### src/rtl/multiplier_seq_pkg.sv
// Shared types for the iterative multiplier: FSM state encoding and default iteration count.
// Imported by multiplier_seq; holds no logic.
package multiplier_seq_pkg;

  localparam int MUL_WIDTH = 64;
  localparam int MUL_DELAY = MUL_WIDTH;

  typedef enum logic [1:0] {
    IDLE = 2'd0,
    BUSY = 2'd1,
    FIX  = 2'd2,
    DONE = 2'd3
  } mul_state_e;

endpackage

### src/rtl/multiplier_seq.sv
// Radix-2 shift-add multiplier, WIDTH x WIDTH -> 2*WIDTH, per-operand signedness; done MUL_DELAY+2 cycles after accept.
// valid is level-held by the issuer; dropping it in any state aborts back to IDLE with done/c cleared.
module multiplier_seq #(
  parameter int WIDTH     = 64,
  parameter int MUL_DELAY = WIDTH
) (
  input  logic               clk,
  input  logic               resetn,
  input  logic               valid,
  input  logic               a_signed,
  input  logic               b_signed,
  input  logic [WIDTH-1:0]   a,
  input  logic [WIDTH-1:0]   b,
  output logic               done,
  output logic [2*WIDTH-1:0] c
);
  import multiplier_seq_pkg::*;

  localparam int CW = $clog2(MUL_DELAY + 1);

  mul_state_e         state;
  logic [CW-1:0]      count;
  logic [WIDTH-1:0]   mcand;
  logic [2*WIDTH:0]   p;
  logic               neg;

  logic               a_neg;
  logic               b_neg;
  logic [WIDTH-1:0]   a_abs;
  logic [WIDTH-1:0]   b_abs;
  logic [WIDTH:0]     acc;
  logic [2*WIDTH:0]   p_next;
  logic [2*WIDTH-1:0] prod;

  always_comb begin
    a_neg  = a_signed & a[WIDTH-1];
    b_neg  = b_signed & b[WIDTH-1];
    a_abs  = a_neg ? -a : a;
    b_abs  = b_neg ? -b : b;
    // Upper half is at most 2^W-1 before the add, so the W+1-bit sum never overflows.
    acc    = p[2*WIDTH:WIDTH] + (p[0] ? {1'b0, mcand} : {(WIDTH+1){1'b0}});
    p_next = {1'b0, acc, p[WIDTH-1:1]};
    prod   = p[2*WIDTH-1:0];
  end

  always_ff @(posedge clk or negedge resetn) begin
    if (!resetn) begin
      state <= IDLE;
      count <= '0;
      mcand <= '0;
      p     <= '0;
      neg   <= 1'b0;
      done  <= 1'b0;
      c     <= '0;
    end else if (!valid) begin
      // Abort wins over every transition, including FIX -> DONE.
      state <= IDLE;
      count <= '0;
      mcand <= '0;
      p     <= '0;
      neg   <= 1'b0;
      done  <= 1'b0;
      c     <= '0;
    end else begin
      case (state)
        IDLE: begin
          mcand <= a_abs;
          p     <= {{(WIDTH+1){1'b0}}, b_abs};
          neg   <= a_neg ^ b_neg;
          count <= CW'(MUL_DELAY);
          state <= BUSY;
        end
        BUSY: begin
          p     <= p_next;
          count <= count - CW'(1);
          if (count == CW'(1))
            state <= FIX;
        end
        FIX: begin
          c     <= neg ? -prod : prod;
          done  <= 1'b1;
          state <= DONE;
        end
        DONE: begin
          state <= DONE;
        end
        default: begin
          state <= IDLE;
          done  <= 1'b0;
          c     <= '0;
        end
      endcase
    end
  end

endmodule
### config.mk
export PLATFORM = sky130hd
export DESIGN_NAME = multiplier_seq
export DESIGN_NICKNAME = d
export VERILOG_FILES = /design/src/rtl/multiplier_seq_pkg.sv /design/src/rtl/multiplier_seq.sv
export SDC_FILE = /design/constraint.sdc
export NUM_CORES = 1
export LEC_CHECK = 0
export BUFFER_PORTS_ARGS = -buffer_cell sky130_fd_sc_hd__buf_2
export CORE_MARGIN = 10
export CORE_UTILIZATION = 44
export CTS_CLUSTER_DIAMETER = 120
export DETAILED_ROUTE_END_ITERATION = 7
export GPL_TIMING_DRIVEN = 1
export SLEW_MARGIN = 20
export SYNTH_ARGS = -nofsm -noshare
export SYNTH_HDL_FRONTEND = slang
export SYNTH_SLANG_ARGS = --single-unit
### constraint.sdc
create_clock -name clk -period 6.2 [get_ports clk]
set_clock_uncertainty 0.2 [all_clocks]
set_input_delay 1.55 -clock clk [delete_from_list [all_inputs] [get_ports clk]]
set_output_delay 1.55 -clock clk [all_outputs]
set_load 0.02 [all_outputs]
; Word level (Yosys, flattened, before mapping)
; Index checks and enable logic that the tools add are counted.
; W data, S select, Z words.
[op_classes]
bitwise = 3
n_shift = 0
n_mux = 19
n_addsub = 5
mul = 0
div = 0
order_cmp = 0
n_reduce_logical = 2
n_eq_ne = 8
[op_table]
columns = operator, count
row1 = $mux W128, 3
row2 = $mux W64, 5
row3 = $pmux W129 S2, 1
row4 = $mux W129, 1
row5 = $neg A128 Y128, 1
row6 = $neg A64 Y64, 2
row7 = $add A65 B64 Y65, 1
row8 = $pmux W7 S2, 1
row9 = $eq A7 B1 Y1 const B, 1
row10 = $mux W7, 1
row11 = $sub A7 B1 Y7 const B, 1
row12 = $pmux W2 S3, 1
row13 = $eq A2 B2 Y1 const B, 2
row14 = $mux W1, 4
row15 = $mux W2, 2
row16 = $ne A2 B1 Y1 const B, 2
row17 = $ne A3 B1 Y1 const B, 1
row18 = $ne A3 B3 Y1 const B, 1
row19 = $and A1 B1 Y1, 2
row20 = $eq A2 B1 Y1 const B, 1
row21 = $logic_not A2 Y1, 1
row22 = $reduce_or A2 Y1, 1
row23 = $xor A1 B1 Y1, 1
[word_totals]
memories = 0
elab_cells = 44
inputBits = 133
mem_bits_rw = 0
latch_bits = 0
out_inout_bits = 129
rom_bits = 0
register_bits = 332

; Depth between registers and ports, before layout
; Gate-level depths: netlist of run 1.
[depth]
depth_word = 4
ltp_mapped = 16
mapped_depth_nobuf = 15

; Worst setup path after synthesis of run 1
; Ideal clock, no wire load.
[synth_timing]
path_type = input to register
from = input a[12]
to = register mcand[60]
arrival_time_ns = 4.034
path_buffers = 0
required_ns = 5.864
setup_time_ns = 0.136
cell_stages = 11
slack_ns = 1.829
path_cell_list = or3_1 > or2_2 > or4_1 > nor2_1 > nand3_1 > o41a_1 > a21oi_1 > o21ai_0 > xor2_1 > nand2_1 > a21oi_1
[synth_between]
elab_chain_len = 4
[synth_rtl]
columns = element, line_no
row1 = from (decl), multiplier_seq.sv:12  ; input logic [WIDTH-1:0] a,
row2 = $neg A64 Y64, multiplier_seq.sv:38  ; a_abs = a_neg ? -a : a;
row3 = $mux W64, multiplier_seq.sv:38
row4 = $mux W64, multiplier_seq.sv:65  ; case (state)
row5 = $mux W64, multiplier_seq.sv:55  ; end else if (!valid) begin
row6 = to (signal assigned), multiplier_seq.sv:67  ; mcand <= a_abs;
row7 = to (decl), multiplier_seq.sv:23  ; logic [WIDTH-1:0] mcand;
; Every way passes these cells. The select of a mux whose other input is x is not followed.
; A chain may end at the register's enable or synchronous reset.

; Worst setup path in the final report of run 1
[layout_timing]
from = register p[0]
to = register p[127]
[layout_between]
elab_chain_len = 4
[layout_rtl]
columns = element, line_no
row1 = from (decl), multiplier_seq.sv:24  ; logic [2*WIDTH:0] p;
row2 = from (signal assigned), multiplier_seq.sv:68  ; p <= {{(WIDTH+1){1'b0}}, b_abs};
row3 = from (signal assigned), multiplier_seq.sv:74  ; p <= p_next;
row4 = $mux W64, multiplier_seq.sv:41  ; acc = p[2*WIDTH:WIDTH] + (p[0] ? {1'b0, mcand} : {(WIDTH+1){1'b0}});
row5 = $add A65 B64 Y65, multiplier_seq.sv:41
row6 = $pmux W129 S2, multiplier_seq.sv:65
row7 = $mux W129, multiplier_seq.sv:55
; Every way passes these cells. The select of a mux whose other input is x is not followed.

==> results of run 1 <==
-- per-layer routing --
| metal | track usage [%] | part of all wire, % |
|---|---|---|
| met1 | 31.9 | 46 |
| met2 | 37.1 | 45 |
| met3 | 3.50 | 6.1 |
| met4 | 6.89 | 2.3 |
| met5 | 0 | 0 |
-- synthesized netlist by cell type, types with 4 or more instances --
| cell type | count |
|---|---|
| nand2_1 | 416 |
| o21ai_0 | 351 |
| dfrtp_1 | 331 |
| xor2_1 | 207 |
| nor2_1 | 178 |
| a21oi_1 | 174 |
| clkbuf_1 | 143 |
| and2_1 | 114 |
| xnor2_1 | 87 |
| ha_1 | 69 |
| o31ai_1 | 62 |
| or3_1 | 53 |
| nor3_1 | 50 |
| a21o_1 | 40 |
| o211a_1 | 37 |
| inv_1 | 35 |
| or4_1 | 35 |
| nand3_1 | 30 |
| nand4_1 | 29 |
| o41ai_1 | 24 |
| a211oi_1 | 21 |
| nor4_1 | 18 |
| buf_1 | 17 |
| a31oi_1 | 16 |
| nand2b_1 | 16 |
| o21bai_1 | 13 |
| or2_2 | 13 |
| nor2b_1 | 12 |
| a221oi_1 | 11 |
| and3_1 | 7 |
| a21boi_0 | 6 |
| nor3b_1 | 6 |
| o21ai_1 | 6 |
| or4_4 | 6 |
| a22o_1 | 5 |
| o211ai_1 | 5 |
| a311oi_1 | 4 |
| mux2i_1 | 4 |
| nand3b_1 | 4 |
-- power groups by stage --
stage	combinational, uW	clock (uW)	sequential (uW)
CTS	2280	2300	2810
global placement	2240	0	2830
floorplan	1520	0	2790
global route	2530	2390	2860
finish	2270	2260	2810
detailed placement	2270	0	2850
-- worst paths after layout --
path	from	slack, ns	end	cells past startpoint
worst max-delay path	p[0]$_DFFE_PN0P_	1.34	p[127]$_DFFE_PN0P_	14
worst min-delay path	c[55]$_DFFE_PN0P_	0.27	c[55]$_DFFE_PN0P_	2
worst max register to register	p[0]$_DFFE_PN0P_	1.34	p[127]$_DFFE_PN0P_	14
worst min register to register	c[55]$_DFFE_PN0P_	0.27	c[55]$_DFFE_PN0P_	2
max in group asynchronous	resetn	3.86	p[114]$_DFFE_PN0P_	2
min in group asynchronous	resetn	0.75	p[37]$_DFFE_PN0P_	1
-- stage by stage --
step | area, sq um | total power [uW] | utilization, % | setup WS [ns]
2_1_floorplan | 22300 | 4310 | - | 1.83
6_report | 25300 | 7340 | 50.6 | 1.34
5_1_grt | 25300 | 7770 | 50.6 | 1.06
3_3_place_gp | 24100 | 5080 | 48.2 | 1.26
3_5_place_dp | 24100 | 5120 | 48.2 | 1.16
4_1_cts | 25300 | 7390 | 50.6 | 1.32
-- critical path: stages (launching register included) --
cell and delay, ns:
dfrtp_1 0.62, buf_4 0.32, and2_1 0.17, ha_1 0.42, nand4_1 0.20, or4_1 0.59, or3_1 0.36, a211oi_1 0.22
nor3_1 0.16, o41a_1 0.49, o21a_1 0.23, a21oi_1 0.26, a31oi_1 0.17, o211ai_1 0.17, a21boi_0 0.18
-- flip-flops by register name, indices dropped and copies added, names as in the netlist --
name,count
neg,1
c,128
p,128
state,2
mcand,64
count,7
done,1
-- final cells by class --
cell class,instances,area (sq um)
Fill cell,4940,24700
Multi-Input combinational cell,2178,13300
Sequential cell,331,8290
Timing Repair Buffer,290,1570
Clock buffer,55,1120
Tap cell,672,841
Inverter,36,135
Clock inverter,13,106
Antenna cell,1,2.50
-- cells by family after synthesis --
kind of cell,count (synthesis)
AO/OA/AOI/OAI,807
XOR/XNOR,294
adder cells (fa/ha/maj),70
buffers and inverters,196
flip-flops,331
multiplexers,4
AND/OR/NAND/NOR,1003
==> impl_metrics.csv, run 1 <==
group,metric,value,unit
clock_network,cts-buffers-inserted,39,
sta,fin_crit_sh,78.3,%
run,cap_violations,0,
clock_network,cts_tree,"built",
routing,drt-initial-drc-count,1587,
clock_network,cts_hold_buf,0,
layout,nets,3079,
logic_synthesis,synth-compound-area-share,22.1,%
logic_synthesis,yosys.area_share.simple,21.7,%
global_routing,grt_max_degree,127,
logic_synthesis,yosys_warnings,0,
logic_synthesis,synth.largest_area_cell,"dfrtp_1",
clock_network,clkTransAtPathRegs,0.06,ns
logic_synthesis,netlist_instances,2705,
logic_synthesis,synth_fa_ha_area_share,3.97,%
clock_network,clock_path_buffers,3,
logic_synthesis,yosysSeqAreaShare,37.2,%
routing,via_count,20337,
logic_synthesis,synth_edf_count,0,
global_routing,grt_pass1_wl,113,mm
layout,drive_above_1_share,13.5,%
logic_synthesis,ys_async_sr_fraction,100,%
logic_synthesis,synth_top_family_by_area,"compound AO/OA/AOI/OAI gates",
power_and_ir_drop,p_sw,2790,uW
power_and_ir_drop,cellInternalPower,4550,uW
clock_network,postCtsSetupBuffers,0,
power_and_ir_drop,p_comb_share,30.9,%
sta,maxSlewHeadroom,32.4,%
die,num_rows,82,
clock_network,cts_root_buffer,"clkbuf_16",
sta,min_period,4.86,ns
die,start_util,44.5,%
die,die_h,245,microns
routing,avgRoutedWirePerCell,20.1,microns
routing,wirelength,71.9,mm
power_and_ir_drop,leakage,0.0118,uW
logic_synthesis,synth_top_area_share,37.2,%
placed_design,gp_congestion,0.919,
clock_network,htreeDepth,2,
logic_synthesis,synth_area,22300,sq um
layout,final_cell_mix,"415 x nand2_1, 351 x o21ai_0, 328 x dfrtp_1",
die,core,50100,sq um
clock_network,ctsResizeCount,0,
worst_setup_path,cp.required,6.48,ns
die,die_area,60000,sq um
sta,fmax,0.206,GHz
power_and_ir_drop,clkPwrFrac,30.8,%
worst_setup_path,crit_type,"reg2reg",
layout,area_delta_synth_final,13.9,%
global_routing,grt-ovfl-total,0,
sta,grt_setup_unrepaired,"false",
logic_synthesis,avgSynthCellArea,8.23,sq um
power_and_ir_drop,power.share.switching,38.0,%
run_status,outcome,"complete, no violations",
routing,drc,0,
sta,tns,0,ns
logic_synthesis,synth_xor_area_share,11.6,%
sta,setup_violations,0,
worst_setup_path,endpoint_kind,"flip-flop",
routing,vias_per_cell,5.69,
placed_design,port_buffers,261,
logic_synthesis,synthMuxAreaShare,0.180,%
hold_path,hold_path.class,"reg2reg",
sta,tightest_slew,1.01,ns
clock_network,clk_latency,0.58,ns
die,chipWidth,245,microns
layout,final_common_cell,"nand2_1",
worst_setup_path,worstPathMaxFanout,29,
routing,drtPass1Iterations,6,
die,ios,262,
power_and_ir_drop,max-vdd-ir-drop,0.183,mV
worst_setup_path,arrival,5.14,ns
placed_design,dp_hpwl,53.9,mm
logic_synthesis,yosysUniqueCellTypes,69,
sta,finalHoldViolCount,0,
sta,maxSlewViolCount,0,
logic_synthesis,ys_ff_latch,331,
power_and_ir_drop,p_seq_share,38.3,%
power_and_ir_drop,p_per_area,290,nW/um^2
routing,ant_nets,0,
sta,hold_ws,0.270,ns
global_routing,grt_pass1_vias,20085,
layout,final_cells,3576,
global_routing,antenna_found_initial,0,
worst_setup_path,cp-start-kind,"flip-flop",
clock_network,cts.sinks,331,
global_routing,grt_usage,23.2,%
placed_design,dp_cells,3507,
logic_synthesis,synth_fp_nets,2908,
logic_synthesis,synthFlopType,"dfrtp_1",
logic_synthesis,synth_area_leaders,"dfrtp_1 37%, xor2_1 8.1%, o21ai_0 7.9%, nand2_1 7.0%, a21oi_1 3.9%",
Note: power is estimated with default switching activity, not from simulation.
==> run 2: changes to the inputs <==
==> constraint.sdc (replaced) <==
create_clock -name clk -period 4.5 [get_ports clk]
set_clock_uncertainty 0.2 [all_clocks]
set_input_delay 1.125 -clock clk [delete_from_list [all_inputs] [get_ports clk]]
set_output_delay 1.125 -clock clk [all_outputs]
set_load 0.02 [all_outputs]
==> run 2 against run 1 <==
Net effect: via count up 2.7%; global-route usage increased by 0.85 points; non-clock buffer count rose by 104; register-to-register slack lost 1.2 ns; sequential power is 37% higher; clock power increased by 42%; sequential share of layout area fell by 1.2 points; core utilization increased by 1.9 points; die area stayed put.
==> impl_metrics.csv, run 2 (synthesis gave the netlist of run 1 again) <==
group,metric,value,unit
layout,drive_above_1_share,16.8,%
sta,maxSlewViolCount,0,
die,num_rows,82,
placed_design,dp_hpwl,56.0,mm
global_routing,grt_pass1_vias,20638,
die,die_h,245,microns
die,core,50100,sq um
global_routing,grt-ovfl-total,0,
power_and_ir_drop,max-vdd-ir-drop,0.221,mV
worst_setup_path,crit_type,"reg2reg",
routing,drc,0,
placed_design,port_buffers,261,
die,ios,262,
clock_network,cts_root_buffer,"clkbuf_16",
layout,reg_top3,"c x128, p x128, mcand x64",
placed_design,gp_congestion,0.912,
layout,final_cell_mix,"415 x nand2_1, 347 x o21ai_0, 328 x dfrtp_1",
global_routing,grt_usage,24.1,%
worst_setup_path,critical-path-max-stage-delay,0.63,ns
worst_setup_path,cp_common_cell,"or4_1",
layout,finish.utilization,52.5,%
clock_network,cts_hold_buf,0,
clock_network,clk_latency,0.57,ns
layout,seq_area,8290,sq um
global_routing,grt_pass1_wl,117,mm
worst_setup_path,regToRegSetupSlack,0.12,ns
routing,drt-initial-drc-count,1384,
worst_setup_path,cp-start-kind,"flip-flop",
layout,multi_input_area,13300,sq um
sta,min_period,4.38,ns
placed_design,detailed_place.area,25000,sq um
die,die_area,60000,sq um
sta,fin_crit_sh,97.4,%
die,chipWidth,245,microns
routing,ant_nets,0,
run,cap_violations,0,
clock_network,cts.sinks,331,
sta,finalHoldViolCount,0,
run_status,outcome,"complete, no violations",
sta,grt_setup_unrepaired,"true",
layout,nets,3183,
layout,final_area,26300,sq um
worst_setup_path,cp.required,4.71,ns
sta,maxSlewHeadroom,25.4,%
sta,fin_ws,0.116,ns
routing,via_count,20886,
routing,vias_per_cell,5.67,
layout,final_cells,3681,
worst_setup_path,endpoint_kind,"flip-flop",
routing,avgRoutedWirePerCell,20.0,microns
layout,diodes,0,
worst_setup_path,arrival,4.60,ns
placed_design,dp_slack,-0.0380,ns
clock_network,clkTransAtPathRegs,0.06,ns
layout,final_common_cell,"nand2_1",
layout,area_delta_synth_final,18.2,%
layout,fillCellCount,4914,
power_and_ir_drop,p_per_area,397,nW/um^2
clock_network,cts-buffers-inserted,39,
clock_network,cts_tree,"built",
sta,tightest_slew,1.12,ns
power_and_ir_drop,leakage,0.0124,uW
routing,drtPass1Iterations,5,
placed_design,dp_cells,3608,
global_routing,grt_max_degree,115,
worst_setup_path,crit_chain,"or4_4, or3_4, buf_4, or4_1, or4_1, or3_1, nor2_1, nand3_1, o31ai_1, xor2_1, o21ai_0",
worst_setup_path,worstPathMaxFanout,5,
clock_network,clock_path_buffers,3,
clock_network,htreeDepth,2,
sta,fmax,0.228,GHz
global_routing,antenna_found_initial,0,
hold_path,hold_path.class,"reg2reg",
routing,wirelength,73.8,mm
worst_setup_path,cp_slowest_cell,"or4_1",
sta,tns,0,ns
sta,setup_violations,0,
die,start_util,44.5,%
## run 2: changes by cell type in the layout (fill, tap and decap cells not counted), sizes merged
cell | previous run | this run
buf | 290 | 394
bufinv | 1 | 4
clkbuf | 55 | 53
clkinv | 7 | 9
clkinvlp | 2 | 1
diode | 1 | 0
## run 2: worst max-delay path: cells and delay by family, from the launching register on
| kind | cells | cell delay (ns) |
|---|---|---|
| flip-flops | 1 | 0.38 |
| AND/OR/NAND/NOR | 7 | 2.84 |
| AO/OA/AOI/OAI | 2 | 0.49 |
| buffers and inverters | 1 | 0.17 |
| XOR/XNOR | 1 | 0.17 |
## run 2: final cells by class
class / count / share of cell area, %
Multi-Input combinational cell: 2178 / 50.7
Sequential cell: 331 / 31.5
Timing Repair Buffer: 394 / 9.23
Clock buffer: 53 / 4.06
Tap cell: 672 / 3.20
Clock inverter: 17 / 0.771
Inverter: 36 / 0.514
## run 2: through the flow
step / hold WS, ns / power, uW
after floorplan: 0.257 / 5930
after global placement: 0.258 / 7170
after detailed placement: 0.266 / 7230
after CTS: 0.279 / 10500
after global routing: 0.298 / 11100
final: 0.269 / 10400
## run 2: path summary, 6_finish.rpt
| path | startpoint | to | cells past startpoint |
|---|---|---|---|
| hold / removal | c[36]$_DFFE_PN0P_ | c[36]$_DFFE_PN0P_ | 2 |
| max in group asynchronous | resetn | p[103]$_DFFE_PN0P_ | 2 |
| hold reg to reg | c[36]$_DFFE_PN0P_ | c[36]$_DFFE_PN0P_ | 2 |
| setup / recovery | p[16]$_DFFE_PN0P_ | c[114]$_DFFE_PN0P_ | 11 |
| min in group asynchronous | resetn | c[40]$_DFFE_PN0P_ | 1 |
| setup reg to reg | p[16]$_DFFE_PN0P_ | c[114]$_DFFE_PN0P_ | 11 |
## run 2: where the power goes
part | internal [uW] | leakage [uW] | switching (uW) | total (uW)
Combinational | 1260 | 0.00725 | 2100 | 3360
Sequential | 3390 | 0.00450 | 469 | 3860
Clock | 1900 | 0.000627 | 1320 | 3220
Total | 6540 | 0.0124 | 3890 | 10400
## run 2: repair_timing
item / in CTS / in global routing
pin swaps: 0 / 4
setup buffers: 0 / 3
setup endpoints to repair: 2 / 17
resized for setup: 1 / 16
## run 2: per-layer routing
layer	routed length [microns]	vias to the layer above	GRT usage (%)
met2	33700	531	38.5
met4	1520	0	5.66
met3	4170	91	3.90
met5	0	-	0
li1	-	10127	-
met1	34400	10137	33.5
==> run 3: changes to the inputs <==
--- a/config.mk
+++ b/config.mk
@@ -5,6 +5,7 @@
 export SDC_FILE = /design/constraint.sdc
 export NUM_CORES = 1
 export LEC_CHECK = 0
+export ABC_AREA = 1
 export BUFFER_PORTS_ARGS = -buffer_cell sky130_fd_sc_hd__buf_2
 export CORE_MARGIN = 10
 export CORE_UTILIZATION = 44
==> run 3 against run 2 <==
Net effect: critical path depth is 7 higher; critical path type unchanged; sequential share of layout area is 5.2 points lower; synthesized area is 26% higher; power is 29% higher; final area is 20% higher; final cell count is 59% higher; routed wire length is 65% higher; non-clock buffer count is 109 lower; highest routed layer is now met5.
==> impl_metrics.csv, run 3 <==
group,metric,value,unit
routing,ant_nets,0,
run_status,outcome,"complete, no violations",
placed_design,dp_cells,5770,
worst_setup_path,endpoint_kind,"flip-flop",
die,core,63100,sq um
logic_synthesis,yosysUniqueCellTypes,52,
worst_setup_path,cp_common_cell,"nand2_1",
sta,tns,0,ns
logic_synthesis,synth_edf_count,0,
logic_synthesis,synth_most_common_cell,"nand2_1",
worst_setup_path,critical-path-max-stage-delay,0.85,ns
layout,final_cells,5841,
routing,vias_per_cell,5.45,
layout,reg_top3,"c x128, p x128, mcand x64",
worst_setup_path,cp.required,4.81,ns
clock_network,cts_root_buffer,"clkbuf_16",
global_routing,antenna_found_initial,3,
sta,fin_ws,1.08,ns
placed_design,port_buffers,261,
clock_network,postCtsSetupBuffers,0,
logic_synthesis,synthTopCellsByCount,"1633 x nand2_1, 709 x inv_1, 560 x nor2_1",
hold_path,hold_path_end,"c[115]$_DFFE_PN0P_",
hold_path,hold_path.class,"reg2reg",
placed_design,dp_hpwl,99.1,mm
logic_synthesis,ys_ff_latch,331,
run,cap_violations,0,
clock_network,clock_path_buffers,3,
worst_setup_path,cp_slowest_cell,"dfrtp_4",
global_routing,grt_usage,32.0,%
routing,drc,0,
global_routing,grt-ovfl-total,0,
worst_setup_path,worstPathMaxFanout,65,
sta,fin_crit_sh,75.9,%
sta,tightest_slew,0.923,ns
logic_synthesis,synth_top_area_share,29.6,%
power_and_ir_drop,leakage,0.0176,uW
sta,maxSlewHeadroom,38.1,%
global_routing,grt_pass1_wl,183,mm
worst_setup_path,crit_chain,"nand2_1, inv_1, ha_1, inv_1, fa_1, inv_1, nand3_1, nand2_1, nand2_1, nand2_1, nand2_1, nand2_1, nand3_1, nand3_1, nand2_1, nand2_1, nand2_1, nand2_1",
logic_synthesis,synthFlopType,"dfrtp_1",
logic_synthesis,synth.largest_area_cell,"dfrtp_1",
logic_synthesis,yosys_warnings,0,
logic_synthesis,avgSynthCellArea,5.88,sq um
layout,finish.utilization,49.9,%
hold_path,min-delay-start,"c[115]$_DFFE_PN0P_",
die,ios,262,
routing,drtPass1Iterations,6,
die,num_rows,92,
sta,grt_setup_unrepaired,"false",
die,chipWidth,272,microns
die,start_util,44.4,%
die,die_area,74100,sq um
sta,finalHoldViolCount,0,
clock_network,cts_tree,"built",
logic_synthesis,netlist_instances,4762,
logic_synthesis,synth_area,28000,sq um
sta,setup_violations,0,
power_and_ir_drop,max-vdd-ir-drop,0.312,mV
placed_design,gp_congestion,1.02,
routing,wirelength,122,mm
logic_synthesis,synth_area_leaders,"dfrtp_1 30%, nand2_1 22%, inv_1 9.5%, nor2_1 7.5%, nand3_1 7.1%",
layout,fillCellCount,6882,
layout,drive_above_1_share,9.07,%
worst_setup_path,reg2reg_depth,18,
routing,drt-initial-drc-count,3990,
die,die_h,272,microns
worst_setup_path,cp-start-kind,"flip-flop",
routing,avgRoutedWirePerCell,20.9,microns
hold_path,hold_depth,2,
worst_setup_path,regToRegSetupSlack,1.08,ns
clock_network,cts_hold_buf,0,
layout,final_common_cell,"nand2_1",
layout,final_cell_mix,"1633 x nand2_1, 708 x inv_1, 559 x nor2_1",
clock_network,cts-buffers-inserted,40,
sta,fmax,0.293,GHz
clock_network,clk_latency,0.60,ns
sta,maxSlewViolCount,0,
power_and_ir_drop,p_total,13500,uW
logic_synthesis,synth_fp_nets,4965,
clock_network,clkTransAtPathRegs,0.06,ns
worst_setup_path,crit_type,"reg2reg",
worst_setup_path,r2r-end,"p[127]$_DFFE_PN0P_",
layout,nets,5169,
layout,area_delta_synth_final,12.5,%
clock_network,ctsResizeCount,0,
power_and_ir_drop,p_per_area,427,nW/um^2
placed_design,dp_slack,0.850,ns
logic_synthesis,ys_async_sr_fraction,100,%
clock_network,htreeDepth,2,
worst_setup_path,reg2reg_from,"p[0]$_DFFE_PN0P_",
worst_setup_path,arrival,3.73,ns
logic_synthesis,yosysSeqAreaShare,29.6,%
clock_network,cts.sinks,331,
sta,min_period,3.42,ns
global_routing,grt_pass1_vias,28928,
global_routing,grt_max_degree,136,
routing,via_count,31846,
run 3: changes by cell type after synthesis, sizes merged, moves of 85 or more:
cell	delta
inv	+684
and2	-106
xor2	-205
nor2	+416
nand3	+379
clkbuf	-85
nand2	+1241
run 3: layout make-up:
type	count	area, sq um	area share (%)
well taps	846	1060	3.36
inverters	721	2710	8.60
diodes	1	2.50	0.00795
repair buffers	285	1600	5.07
multi-input cells	3587	16500	52.4
flip-flops and latches	331	8290	26.3
clock buffers	58	1190	3.78
clock inverters	12	128	0.405
run 3: cell families (layout without fill, tap and decap cells):
group / after synthesis / count (layout) / synth area share (%)
xor gates and xnor gates: 6 / 6 / 0.188
AOI/OAI and AO/OA: 642 / 642 / 12.3
DFF: 331 / 331 / 29.6
buffers and inverters: 844 / 1076 / 11.5
and+or+nand+nor: 2869 / 2869 / 43.2
other: 0 / 1 / 0
adders and majority gates: 70 / 70 / 3.15
run 3: routing by layer:
layer	up-vias	track usage (%)	wire (microns)
li1	15571	-	-
met1	14645	49.6	57900
met4	4	7.30	2620
met5	-	0	31
met3	140	7.63	14200
met2	1486	43.2	47100
run 3: per-stage QoR:
stage / hold WS, ns / instance area (sq um)
after floorplan: 0.249 / 28000
after global placement: 0.258 / 30200
after detailed placement: 0.260 / 30200
after CTS: 0.275 / 31500
after global routing: 0.288 / 31500
final: 0.269 / 31500
run 3: worst max-delay path by stage:
| stage | cells past startpoint | slack (ns) | startpoint | to |
|---|---|---|---|---|
| 2_1_floorplan | 11 | 1.69 | a[0] | mcand[46]$_DFFE_PN0P_ |
| 3_3_place_gp | 10 | 0.83 | b[63] | p[52]$_DFFE_PN0P_ |
| 3_5_place_dp | 17 | 0.85 | p[0]$_DFFE_PN0P_ | p[115]$_DFFE_PN0P_ |
| 4_1_cts | 17 | 0.85 | p[0]$_DFFE_PN0P_ | p[99]$_DFFE_PN0P_ |
| 5_1_grt | 18 | 0.78 | p[0]$_DFFE_PN0P_ | p[127]$_DFFE_PN0P_ |
| 6_report | 18 | 1.08 | p[0]$_DFFE_PN0P_ | p[127]$_DFFE_PN0P_ |
run 3: worst max-delay path, delay by kind of cell, from the launching register on:
family / cells / cell delay, ns
buffers and inverters: 3 / 0.32
DFF: 1 / 0.85
adders and majority gates: 2 / 0.57
and+or+nand+nor: 13 / 1.39
run 3: where the power goes:
part	total [uW]	switching, uW	leakage (uW)	internal (uW)
combinational	5500	3970	0.0125	1530
clock	3320	1370	0.000651	1950
sequential	4640	951	0.00440	3690
total	13500	6290	0.0176	7170
